[src/rtl/uart_reg_responder.sv]
`timescale 1ns/1ps
// Byte-protocol register responder behind a UART: parses write/read frames, updates
// an 8-bit register file and answers with one byte. Define UART_RESP_CHECKSUM_EN for XOR-checked frames.
module uart_reg_responder #(
  parameter int NREGS       = 16,
  parameter int TIMEOUT_CYC = 100000
) (
  input  logic                 clk,
  input  logic                 rst,
  input  logic                 rx_done,
  input  logic [7:0]           rx_data,
  input  logic                 tx_busy,
  input  logic                 tx_done,
  output logic                 tx_en,
  output logic [7:0]           tx_data,
  output logic [8*NREGS-1:0]   regs_out,
  output logic                 busy,
  output logic                 err
);

  localparam int             CW      = $clog2(TIMEOUT_CYC);
  localparam logic [CW-1:0]  TO_LAST = CW'(TIMEOUT_CYC - 1);
  localparam logic [8:0]     NREGS9  = 9'(NREGS);
  localparam logic [7:0]     CMD_WR  = 8'h57;
  localparam logic [7:0]     CMD_RD  = 8'h52;
  localparam logic [7:0]     RSP_ACK = 8'h06;
  localparam logic [7:0]     RSP_NAK = 8'h15;

  typedef enum logic [2:0] {
    S_IDLE,
    S_GET_ADDR,
    S_GET_DATA,
`ifdef UART_RESP_CHECKSUM_EN
    S_GET_CSUM,
`endif
    S_EXEC,
    S_SEND,
    S_WAIT_TX
  } state_t;

  state_t        r_state, w_next;
  logic          r_is_write, r_bad_cmd;
  logic [7:0]    r_addr, r_data, r_tx_data;
  logic [CW-1:0] r_cnt;
  logic [7:0]    r_regs [NREGS];
  logic          w_in_get, w_timeout, w_addr_ok, w_csum_ok, w_nak, w_wr_en;
  logic [7:0]    w_rd_val;
`ifdef UART_RESP_CHECKSUM_EN
  logic [7:0]    r_csum;
  logic          r_csum_ok;
  assign w_csum_ok = r_csum_ok;
`else
  assign w_csum_ok = 1'b1;
`endif

`ifdef UART_RESP_CHECKSUM_EN
  assign w_in_get = (r_state == S_GET_ADDR) || (r_state == S_GET_DATA) || (r_state == S_GET_CSUM);
`else
  assign w_in_get = (r_state == S_GET_ADDR) || (r_state == S_GET_DATA);
`endif
  // A byte landing on the expiry cycle keeps the frame alive.
  assign w_timeout = w_in_get && (r_cnt == TO_LAST) && !rx_done;
  assign w_addr_ok = {1'b0, r_addr} < NREGS9;
  assign w_nak     = r_bad_cmd || !w_addr_ok || !w_csum_ok;
  assign w_wr_en   = (r_state == S_EXEC) && r_is_write && !w_nak;

  // NOTE: state is updated with non-blocking assignments so every flop samples pre-edge values.
  always_ff @(posedge clk or negedge rst) begin
    if (!rst) r_state <= S_IDLE;
    else      r_state <= w_next;
  end

  // NOTE: assigning w_next before the case keeps this block free of inferred latches.
  always_comb begin
    w_next = r_state;
    case (r_state)
      S_IDLE:
        if (rx_done) w_next = (rx_data == CMD_WR || rx_data == CMD_RD) ? S_GET_ADDR : S_EXEC;
      S_GET_ADDR:
        if (rx_done) begin
`ifdef UART_RESP_CHECKSUM_EN
          w_next = r_is_write ? S_GET_DATA : S_GET_CSUM;
`else
          w_next = r_is_write ? S_GET_DATA : S_EXEC;
`endif
        end else if (w_timeout) w_next = S_IDLE;
      S_GET_DATA:
        if (rx_done) begin
`ifdef UART_RESP_CHECKSUM_EN
          w_next = S_GET_CSUM;
`else
          w_next = S_EXEC;
`endif
        end else if (w_timeout) w_next = S_IDLE;
`ifdef UART_RESP_CHECKSUM_EN
      S_GET_CSUM:
        if (rx_done)        w_next = S_EXEC;
        else if (w_timeout) w_next = S_IDLE;
`endif
      S_EXEC:    w_next = S_SEND;
      S_SEND:    if (!tx_busy) w_next = S_WAIT_TX;
      S_WAIT_TX: if (tx_done)  w_next = S_IDLE;
      default:   w_next = S_IDLE;
    endcase
  end

  // Decoded from state so an asynchronous reset drops them at once.
  assign tx_en   = (r_state == S_SEND) && !tx_busy;
  assign busy    = (r_state != S_IDLE);
  assign err     = ((r_state == S_EXEC) && w_nak) || w_timeout;
  assign tx_data = r_tx_data;

  always_comb begin
    w_rd_val = '0;
    for (int k = 0; k < NREGS; k++)
      if (r_addr == 8'(k)) w_rd_val = r_regs[k];
  end

  always_ff @(posedge clk or negedge rst) begin
    if (!rst) begin
      r_is_write <= 1'b0;
      r_bad_cmd  <= 1'b0;
      r_addr     <= '0;
      r_data     <= '0;
      r_tx_data  <= '0;
      r_cnt      <= '0;
`ifdef UART_RESP_CHECKSUM_EN
      r_csum     <= '0;
      r_csum_ok  <= 1'b0;
`endif
    end else begin
      if (w_in_get && !rx_done && !w_timeout) r_cnt <= r_cnt + 1'b1;
      else                                   r_cnt <= '0;
      case (r_state)
        S_IDLE:
          if (rx_done) begin
            r_is_write <= (rx_data == CMD_WR);
            r_bad_cmd  <= !(rx_data == CMD_WR || rx_data == CMD_RD);
`ifdef UART_RESP_CHECKSUM_EN
            r_csum     <= rx_data;
`endif
          end
        S_GET_ADDR:
          if (rx_done) begin
            r_addr <= rx_data;
`ifdef UART_RESP_CHECKSUM_EN
            r_csum <= r_csum ^ rx_data;
`endif
          end
        S_GET_DATA:
          if (rx_done) begin
            r_data <= rx_data;
`ifdef UART_RESP_CHECKSUM_EN
            r_csum <= r_csum ^ rx_data;
`endif
          end
`ifdef UART_RESP_CHECKSUM_EN
        S_GET_CSUM:
          if (rx_done) r_csum_ok <= (rx_data == r_csum);
`endif
        S_EXEC:
          r_tx_data <= w_nak ? RSP_NAK : (r_is_write ? RSP_ACK : w_rd_val);
        default: ;
      endcase
    end
  end

  // NOTE: the register file is reset because the host may read any entry before writing it.
  always_ff @(posedge clk or negedge rst) begin
    if (!rst) begin
      for (int k = 0; k < NREGS; k++) r_regs[k] <= '0;
    end else begin
      for (int k = 0; k < NREGS; k++)
        if (w_wr_en && r_addr == 8'(k)) r_regs[k] <= r_data;
    end
  end

  always_comb begin
    regs_out = '0;
    for (int k = 0; k < NREGS; k++) regs_out[8*k +: 8] = r_regs[k];
  end

endmodule

[config.mk]
export PLATFORM = sky130hd
export DESIGN_NAME = uart_reg_responder
export DESIGN_NICKNAME = d
export VERILOG_FILES = /design/src/rtl/uart_reg_responder.sv
export SDC_FILE = /design/constraint.sdc
export NUM_CORES = 1
export LEC_CHECK = 0
export BUFFER_PORTS_ARGS = -buffer_cell sky130_fd_sc_hd__buf_2
export CORE_MARGIN = 1
export CORE_UTILIZATION = 50
export DETAILED_ROUTE_END_ITERATION = 8
export PLACE_DENSITY = 0.77
export SLEW_MARGIN = 40
export SYNTH_ARGS = -nofsm -noshare
export SYNTH_HDL_FRONTEND = slang
export SYNTH_SLANG_ARGS = --single-unit
[constraint.sdc]
create_clock -name clk -period 3.6 [get_ports clk]
set_input_delay 0.36 -clock clk [delete_from_list [all_inputs] [get_ports clk]]
set_output_delay 0.36 -clock clk [all_outputs]
set_load 0.03 [all_outputs]
# Yosys cells after proc, flatten, opt, wreduce, memory -nomap -nowiden
# Index checks and enable logic that the tools add are counted.
[totals] register_bits=174 in_bits=13 output_inout_bits=139 elab_cells=120
[classes] add_sub_neg=1 magnitude_cmp=1 n_eq_ne=26 mux=28 n_reduce_logical=41
[op_table] operator="$mux W8" count=18
[op_table] operator="$eq A8 B4 Y1 const B" count=8
[op_table] operator="$eq A8 B3 Y1 const B" count=4
[op_table] operator="$logic_and A1 B1 Y1" count=24
[op_table] operator="$mux W3" count=6
[op_table] operator="$pmux W3 S6" count=1
[op_table] operator="$add A17 B1 Y17 const B" count=1
[op_table] operator="$eq A17 B17 Y1 const B" count=1
[op_table] operator="$mux W17" count=1
[op_table] operator="$eq A8 B2 Y1 const B" count=2
[op_table] operator="$eq A8 B7 Y1 const B" count=2
[op_table] operator="$eq A8 B1 Y1 const B" count=1
[op_table] operator="$logic_not A8 Y1" count=1
[op_table] operator="$lt A8 B5 Y1 const B" count=1
[op_table] operator="$eq A3 B2 Y1 const B" count=2
[op_table] operator="$eq A3 B3 Y1 const B" count=2
[op_table] operator="$logic_not A1 Y1" count=6
[op_table] operator="$ne A2 B2 Y1 const B" count=3
[op_table] operator="$reduce_and A2 Y1" count=3
[op_table] operator="$logic_or A1 B1 Y1" count=4
[op_table] operator="$eq A3 B1 Y1 const B" count=1
[op_table] operator="$logic_not A3 Y1" count=1
[op_table] operator="$reduce_and A3 Y1" count=1
[op_table] operator="$reduce_bool A3 Y1" count=1
[op_table] operator="2 further kinds" count=2

# Depth between registers and ports, before layout
# Gate-level depths: netlist (run 1).
[logic_depth] ltp_word=19 depth_mapped=9 depth_no_buf=6

# Least setup slack after synthesis (run 1)
# OpenSTA, ideal clock, no wires.
[synth_path] path_type="register -> output" start="register r_state[0]" end="output err" t_arrival_ns=1.769 path_slack_ns=1.471 stages_incl_launch_ff=6 n_path_buf=1 cell_sequence="dfrtp_1 buf_6 nand2b_1 a211o_1 or4_4 nand2_1"
[synth_between] elab_chain_len=5 elab_cells_between_ends=8
[synth_lines] element="start: declaration" line="41" rtl="state_t r_state, w_next;"
[synth_lines] element="start signal: assignment" line="70" rtl="else r_state <= w_next;"
[synth_lines] element="$eq A3 B1 Y1 / $eq A3 B2 Y1 (equally long branches)" line="59" rtl="assign w_in_get = (r_state == S_GET_ADDR) || (r_state == S_GET_DATA);"
[synth_lines] element="$logic_or A1 B1 Y1" line="59"
[synth_lines] element="$logic_and A1 B1 Y1 (2 in series)" line="62" rtl="assign w_timeout = w_in_get && (r_cnt == TO_LAST) && !rx_done;"
[synth_lines] element="$logic_or A1 B1 Y1 (*)" line="110" rtl="assign err = ((r_state == S_EXEC) && w_nak) || w_timeout;"
[synth_lines] element="end: declaration" line="18" rtl="output logic err"
# Mark *: on every way between the ends. The rest lies on a longest branch, timed or not.

# Worst setup path after layout (run 1)
# Ends and elaborated chain as after synthesis.

==> results of run 1 <==
-- critical path: cells and delay by family, from the launching register on --
kind                   cells  cell delay (ns)
flip-flops                 1             0.52
AND/OR/NAND/NOR            3             0.88
buffers and inverters      1             0.19
AO/OA/AOI/OAI              1             0.33
-- state kept, by name, indices dropped and copies added, names as in the netlist --
name,flops
r_state,3
tx_data,8
r_data,8
r_bad_cmd,1
r_is_write,1
regs_out,128
r_cnt,17
r_addr,8
-- how the worst max path moves through the flow --
stage	end	slack (ns)	cells past startpoint
floorplan	err	1.47	5
global placement	tx_data[1]$_DFFE_PN0P_	0.98	6
detailed placement	tx_data[1]$_DFFE_PN0P_	0.97	6
CTS	err	0.89	5
global route	err	0.80	5
finish	err	0.89	5
-- power by group --
| part | switching (W) | internal [W] | leakage [nW] |
|---|---|---|---|
| sequential | 0.000581 | 0.00209 | 2.38 |
| combinational | 0.000798 | 0.000485 | 2.25 |
| clock | 0.000794 | 0.00113 | 0.304 |
-- layer usage --
| metal | GRT usage, % | up-vias |
|---|---|---|
| met5 | 0 | - |
| li1 | - | 2755 |
| met2 | 42.0 | 335 |
| met4 | 11.8 | 0 |
| met3 | 6.67 | 56 |
| met1 | 39.5 | 3253 |
-- area by class of cell --
cell class,instances,share of cell area (%)
timing repair buffer,160,8.54
multi-input combinational,452,38.1
inverter,9,0.342
sequential,174,44.1
tap,216,2.73
clock inverter,13,1.63
clock buffer,19,4.58
-- per-stage QoR --
| step | hold WS, ns | area, um2 | instances |
|---|---|---|---|
| 6_report | -0.00965 | 9880 | 1043 |
| 5_1_grt | 0.0582 | 9880 | 1043 |
| 4_1_cts | 0.0368 | 9880 | 1043 |
| 3_5_place_dp | 0.470 | 9270 | 1011 |
| 3_3_place_gp | 0.466 | 9270 | 1011 |
| 2_1_floorplan | 0.0644 | 8350 | 674 |
-- kinds of logic after synthesis --
family,share of synthesized area (%)
AND/OR/NAND/NOR,11.5
flip-flops,52.1
AO/OA/AOI/OAI,8.00
multiplexers,23.8
XOR/XNOR,1.68
buffers and inverters,2.77
adder cells (fa/ha/maj),0.150
-- layout by cell type, fill, tap and decap left out, drive strengths merged, types with 8 or more instances in the layout --
cell    instances
mux2          150
nor2b          10
xor2           12
nand2          48
dfrtp         174
nand2b          8
nor2           46
nand3          12
buf           159
a21oi          14
inv            12
o21ai          25
nand4           8
clkbuf         20
mux4           11
==> flow_summary.ini, run 1 <==
[critical_path]
r2r_cells = 5
cp_max_fo = 12
rr_startpoint = r_addr[1]$_DFFE_PN0P_
crit_chain = nand2b_1 > a211o_1 > or4_4 > nand2_1 > buf_2
cp_data_required_time_ns = 3.24
cp-start-kind = flip-flop
crit_type = flip-flop to output pin
arrival_ns = 2.35
worstSetupEndpointType = output pin
regToRegEndpoint = tx_data[1]$_DFFE_PN0P_
cpPeakStageDelay_ns = 0.56
critPathSlowestCell = or4_4
reg2reg_slack_ns = 0.91
cp-startpoint = r_state[0]$_DFFE_PN0P_

[detailed_routing]
highest_layer = met4
wl_per_cell_um = 22.8
wl_met1_um = 10200
vias = 6399
wl_met2_um = 10800
wl_met3_um = 2000
wl_um = 23800
vias_per_cell = 6.14
firstDrtPassIters = 7
drc_errors = 0
antenna_left = 0
drtIter0Drc = 602

[yosys]
yosysTopAreaCellShare_pct = 52.1
synth_area_leaders = dfrtp_1, mux2_2, mux4_2
synth_ff_type = dfrtp_1
synthTopCellsByCount = dfrtp_1, mux2_2, nand2_1, nor2_1, o21ai_0
synth_top_cell_by_area = dfrtp_1
synth.distinct_cells = 63
yosysMostFrequentCell = dfrtp_1
syn_nets = 688
yosysSeqAreaShare_pct = 52.1
ys_seq_elements = 174
netlist_area_um2 = 8350
synth_cells = 674
yosys_warnings = 0
async_reset_ff_share_pct = 100
synth-edff-count = 0
avgSynthCellArea_um2 = 12.4

[timing]
post-route-period-util_pct = 75.2
tightest_slew_ns = 0.837
fin_crit_ns = 2.71
slew_headroom_pct = 44.2
fmax_mhz = 369
whs_ns = -0.00965
final-setup-viol-count = 0
timing.final.ws_setup_ns = 0.893
finalSetupTns_ns = 0
finalHoldViolations = 4
rsz0062_at_grt = false
slew_violations = 0
finClkSkew_ns = 0.00805

[global_routing]
grt_max_degree = 93
grt_pass1_wl_um = 36400
antenna_found_initial = 0
grt_overflow = 0
grt_use_total_pct = 28.2
grt_pass1_vias = 6128

[run_status]
status = complete, but fails checks
violations = negative hold slack

[cts]
path_clk_slew_ns = 0.06
cts_hold_buffers = 0
cts.sinks = 174
cts_buffer_depth = 2
cts_buffers = 17
cts-htree-levels = 4
postCtsSetupRepairBufs = 0
cts_root_buffer = clkbuf_16
cts_tree = done
clkLatencyLatePin_ns = 0.44
cts_resized = 0

[floorplan]
die_area_um2 = 17200
start_util_pct = 51.8
die_h_um = 131
design.core.area_um2 = 16100
placement_rows = 46
ios = 152
die_width_um = 131

[layout]
antennaDiodeCount = 0
multi_input_comb_area_um2 = 3760
regArea_um2 = 4360
syn_to_final_growth_pct = 18.4
finalNetCount = 828
postLayoutCoreUtil_pct = 61.3
drive_gt1_share_pct = 45.5
nFillCells = 1264

[run]
drv_cap = 0

[place]
dp_slack_ns = 0.969
hpwlAfterDp_um = 16400
routabilityCongestion = 0.981
port_buffers = 151

[power]
ir_drop_mv = 0.376
power_w = 0.00588
p_leak_nw = 4.93
cellPowerDensity_nw_per_um2 = 595

[worst_hold_path]
hold_path_class = primary input to async pin
No activity file was read; power rests on OpenSTA's default activity.
==> run 2, diff against run 1 <==
Clock period 3.6 ns to 2.55 ns, I/O delays scaled along.
==> run 2 against run 1 <==
Compared with the run above:
- the run now ends clean
- hold slack improved by 0.098 ns
- critical path depth did not move
- core utilization is 1.4 points higher
- sequential share of layout area is 0.99 points lower
- sequential cell count did not move
- die area unchanged
- non-clock buffer count up 25
- first-iteration DRC count down 2.5%
- power increased by 46%
- count of clock-buffer cells in the layout down 1
- critical path type unchanged
- largest cell class unchanged
- largest power group unchanged
==> flow_summary.ini, run 2 (synthesis results as in run 1) <==
[global_routing]
grt_max_degree = 56
grt_overflow = 0
antenna_found_initial = 0
grt_pass1_vias = 6332
grt_use_total_pct = 29.3
grt_pass1_wl_um = 37700

[detailed_routing]
firstDrtPassIters = 5
drtIter0Drc = 587
drc_errors = 0
vias = 6536
wl_um = 24500
vias_per_cell = 6.12
wl_per_cell_um = 23.0
antenna_left = 0

[power]
combPwrFrac_pct = 24.9
power_switching_w = 0.00318
p_leak_nw = 5.07
cellPowerDensity_nw_per_um2 = 849
p_clk_share_pct = 32.2
ir_drop_mv = 0.587
seqPwrFrac_pct = 42.9
p_sw_share_pct = 37.1
internal_power_w = 0.00540

[run]
drv_cap = 0

[timing]
fin_crit_ns = 2.46
finClkSkew_ns = 0.00979
final-setup-viol-count = 0
fmax_mhz = 406
finalSetupTns_ns = 0
slew_headroom_pct = 44.5
rsz0062_at_grt = false
finalHoldViolations = 0
post-route-period-util_pct = 96.6
slew_violations = 0
tightest_slew_ns = 0.833

[cts]
clkLatencyLatePin_ns = 0.44
cts_tree = done
cts-htree-levels = 4
cts_buffers = 17
path_clk_slew_ns = 0.07
cts_buffer_depth = 2
cts_root_buffer = clkbuf_16
cts.sinks = 174

[critical_path]
arrival_ns = 2.21
crit_buf_inv = 1
crit_chain = nand2b_4 > a211o_1 > or4_4 > nand2_2 > buf_6
cp_max_fo = 12
worstSetupEndpointType = output pin
path_delay_family = simple AND/OR/NAND/NOR gates
cp-start-kind = flip-flop
cp_data_required_time_ns = 2.30
critPathSlowestCell = or4_4
cpPeakStageDelay_ns = 0.57
crit_type = flip-flop to output pin

[layout]
drive_gt1_share_pct = 47.3
final_cell_mix = dfrtp_1, mux2_2, buf_2, nand2_1, nor2_1
layout_commonest_cell = dfrtp_1
syn_to_final_growth_pct = 21.1
largest_register_ffs = 128
antennaDiodeCount = 0
finalNetCount = 853
postLayoutCoreUtil_pct = 62.8

[floorplan]
ios = 152
die_width_um = 131
start_util_pct = 51.8
die_h_um = 131
die_area_um2 = 17200
design.core.area_um2 = 16100
placement_rows = 46

[worst_hold_path]
hold_path_class = primary input to flip-flop

[place]
hpwlAfterDp_um = 17100
port_buffers = 151
routabilityCongestion = 1.00

[run_status]
status = finished clean
## run 2: cell count changes in the layout (fill, tap and decap cells not counted), sizes merged
cell	before	now
buf	159	184
dlygate4sd3	0	1
clkbuf	20	18
clkinv	6	5
clkinvlp	1	0
inv	12	15
## run 2: metrics by stage
stage / hold slack (ns) / power, W / instance area, um2 / cells / worst slack [ns]
2_1_floorplan: -0.0406 / 0.00486 / 8350 / 674 / 0.512
3_3_place_gp: 0.247 / 0.00574 / 9460 / 1033 / 0.261
3_5_place_dp: 0.246 / 0.00576 / 9460 / 1033 / 0.185
4_1_cts: 0.0869 / 0.00851 / 10100 / 1068 / 0.0145
5_1_grt: 0.0862 / 0.00887 / 10100 / 1068 / 0.00663
6_report: 0.0883 / 0.00858 / 10100 / 1068 / 0.0863
## run 2: power groups by stage
stage | Combinational, W | Sequential, W | Clock [W]
floorplan | 0.00165 | 0.00321 | 0
global placement | 0.00205 | 0.00369 | 0
detailed placement | 0.00207 | 0.00370 | 0
CTS | 0.00209 | 0.00365 | 0.00277
global route | 0.00228 | 0.00372 | 0.00288
finish | 0.00214 | 0.00368 | 0.00276
## run 2: worst paths after layout
check / depth (start not counted) / startpoint / slack [ns] / endpoint
worst max-delay path: 5 / r_state[1]$_DFFE_PN0P_ / 0.09 / err
worst min-delay path: 3 / rx_data[3] / 0.09 / r_addr[3]$_DFFE_PN0P_
worst max register to register: 5 / r_addr[5]$_DFFE_PN0P_ / 0.13 / regs_out[51]$_DFFE_PN0P_
worst min register to register: 1 / r_cnt[0]$_DFF_PN0_ / 0.50 / r_cnt[0]$_DFF_PN0_
max in group asynchronous: 3 / rst / 1.49 / r_state[1]$_DFFE_PN0P_
min in group asynchronous: 2 / rst / 0.33 / regs_out[24]$_DFFE_PN0P_
## run 2: timing repair
item | CTS | global route
setup buffers | 2 | 0
pin swaps | 1 | 1
hold buffers | 1 | 0
endpoints found under the hold margin | 49 | 0
gates resized for setup | 3 | 2
endpoints found under the setup margin | 1 | 1
## run 2: final cells by class
type / count / area (um2)
fill: 1292 / 6000
timing repair buffer: 185 / 1060
clock buffer: 18 / 439
sequential: 174 / 4360
clock inverter: 14 / 179
multi-input combinational: 452 / 3770
tap: 216 / 270
inverter: 9 / 33.8
## run 2: worst register-to-register path: stages, from the launching register on
cell and delay (ns):
dfrtp_1 0.40, nor4_2 0.44, and4_1 0.43, nand2_1 0.26, nor2_4 0.39, mux2_2 0.40
## run 2: layer usage
layer | up-vias | global-route usage (%) | share of wire, %
met2 | 333 | 43.7 | 46
met4 | 0 | 13.3 | 3.6
met1 | 3327 | 41.5 | 43
li1 | 2812 | - | -
met5 | - | 0 | 0
met3 | 64 | 5.48 | 7.0
==> run 3, diff against run 2 <==
Settings changed: CTS_BUF_LIST from default to sky130_fd_sc_hd__clkbuf_4 sky130_fd_sc_hd__clkbuf_8.
==> run 3 against run 2 <==
Compared with the run above:
- via count is 0.43% lower
- register-to-register slack hardly changed
- critical path type unchanged
- first-iteration DRC count is 7.7% higher
- final cell count is 0.47% higher
- design area is 1.5% lower
==> flow_summary.ini, run 3 (synthesis results as in run 1) <==
[critical_path]
worstSetupEndpointType = output pin
reg2reg_slack_ns = 0.13
crit_chain = buf_6 > nand2b_4 > a211o_1 > or4_4 > nand2_2 > buf_6
path_delay_family = simple AND/OR/NAND/NOR gates
rr_startpoint = r_addr[5]$_DFFE_PN0P_
cp-start-kind = flip-flop
crit_buf_inv = 2
critPathSlowestCell = or4_4
cp_data_required_time_ns = 2.30
arrival_ns = 2.22
crit_top_cell = buf_6
r2r_cells = 5
regToRegEndpoint = regs_out[52]$_DFFE_PN0P_
cp_max_fo = 9
crit_type = flip-flop to output pin
cpPeakStageDelay_ns = 0.56

[floorplan]
die_h_um = 131
die_width_um = 131
start_util_pct = 51.8
design.core.area_um2 = 16100
placement_rows = 46
ios = 152
die_area_um2 = 17200

[worst_hold_path]
hold_start = rx_data[6]
min_to = r_addr[6]$_DFFE_PN0P_
hold_path_class = primary input to flip-flop
whs_path_depth = 2

[cts]
cts-htree-levels = 4
cts_tree = done
clkLatencyLatePin_ns = 0.49
cts_root_buffer = clkbuf_8
path_clk_slew_ns = 0.09
cts_buffer_depth = 2
cts.sinks = 174
cts_buffers = 17

[global_routing]
grt_overflow = 0
grt_pass1_vias = 6292
grt_pass1_wl_um = 37300
grt_use_total_pct = 28.8
grt_max_degree = 56
antenna_found_initial = 0

[power]
cellPowerDensity_nw_per_um2 = 800
p_leak_nw = 5.00
ir_drop_mv = 0.422

[place]
dpl-instance-area_um2 = 9460
routabilityCongestion = 1.00
hpwlAfterDp_um = 17100
port_buffers = 151

[timing]
finalSetupTns_ns = 0
fmax_mhz = 403
rsz0062_at_grt = false
slew_violations = 0
fin_crit_ns = 2.48
slew_headroom_pct = 44.2
finalHoldViolations = 0
tightest_slew_ns = 0.837
final-setup-viol-count = 0
finClkSkew_ns = 0.0125
post-route-period-util_pct = 97.3

[layout]
drive_gt1_share_pct = 47.7
layout_commonest_cell = dfrtp_1
postLayoutCoreUtil_pct = 61.8
final_cell_mix = dfrtp_1, mux2_2, buf_2, nand2_1, nor2_1
finalNetCount = 858
final_area_um2 = 9970
syn_to_final_growth_pct = 19.3
largest_register_ffs = 128
antennaDiodeCount = 0

[detailed_routing]
firstDrtPassIters = 7
drc_errors = 0
wl_um = 24100
vias = 6508
antenna_left = 0
vias_per_cell = 6.07
wl_per_cell_um = 22.5
drtIter0Drc = 632

[run]
drv_cap = 0

[run_status]
status = finished clean
[run 3: worst max path at each step]
stage | from | endpoint | slack, ns | cells after the start
global placement | r_addr[5]$_DFFE_PN0P_ | regs_out[56]$_DFFE_PN0P_ | 0.26 | 5
CTS | r_cnt[12]$_DFF_PN0_ | err | 0.01 | 5
global route | r_cnt[0]$_DFF_PN0_ | err | 0.005 | 6
detailed placement | r_addr[5]$_DFFE_PN0P_ | regs_out[100]$_DFFE_PN0P_ | 0.18 | 6
finish | r_state[0]$_DFFE_PN0P_ | err | 0.07 | 6
floorplan | r_addr[5]$_DFFE_PN0P_ | regs_out[88]$_DFFE_PN0P_ | 0.51 | 6
[run 3: layout make-up]
type                            instances  area, um2
Inverter                                9       33.8
Timing Repair Buffer                  190       1100
Clock inverter                         14        179
Clock buffer                           18        248
Tap cell                              216        270
Multi-Input combinational cell        452       3770
Sequential cell                       174       4360
Fill cell                            1335       6150
[run 3: timing repair]
| item | in CTS | in global routing |
|---|---|---|
| hold buffers | 1 | 0 |
| hold endpoints to repair | 49 | 0 |
| setup endpoints to repair | 1 | 1 |
| buffers inserted | 2 | 5 |
| pin swaps | 2 | 2 |
| resized for setup | 5 | 2 |
[run 3: routing by layer]
layer  track usage, %  wire length, um  vias to the layer above
met2             42.5            10900                      325
met4             13.7              812                        0
met3             5.05             1720                       56
met1             41.4            10700                     3304
li1                 -                -                     2823
met5                0                0                        -
[run 3: power by group]
group          total, W  switching, W  internal [W]
clock network   0.00210       0.00109       0.00101
registers       0.00366      0.000716       0.00294
logic           0.00221       0.00130      0.000916
[run 3: stage by stage]
| stage | total power [W] | instances | setup slack [ns] | hold slack, ns |
|---|---|---|---|---|
| after floorplan | 0.00486 | 674 | 0.512 | -0.0406 |
| after global placement | 0.00574 | 1033 | 0.261 | 0.247 |
| after detailed placement | 0.00576 | 1033 | 0.185 | 0.246 |
| after CTS | 0.00785 | 1068 | 0.0139 | 0.0118 |
| after global routing | 0.00828 | 1073 | 0.00452 | 0.0294 |
| final | 0.00798 | 1073 | 0.0701 | 0.0299 |
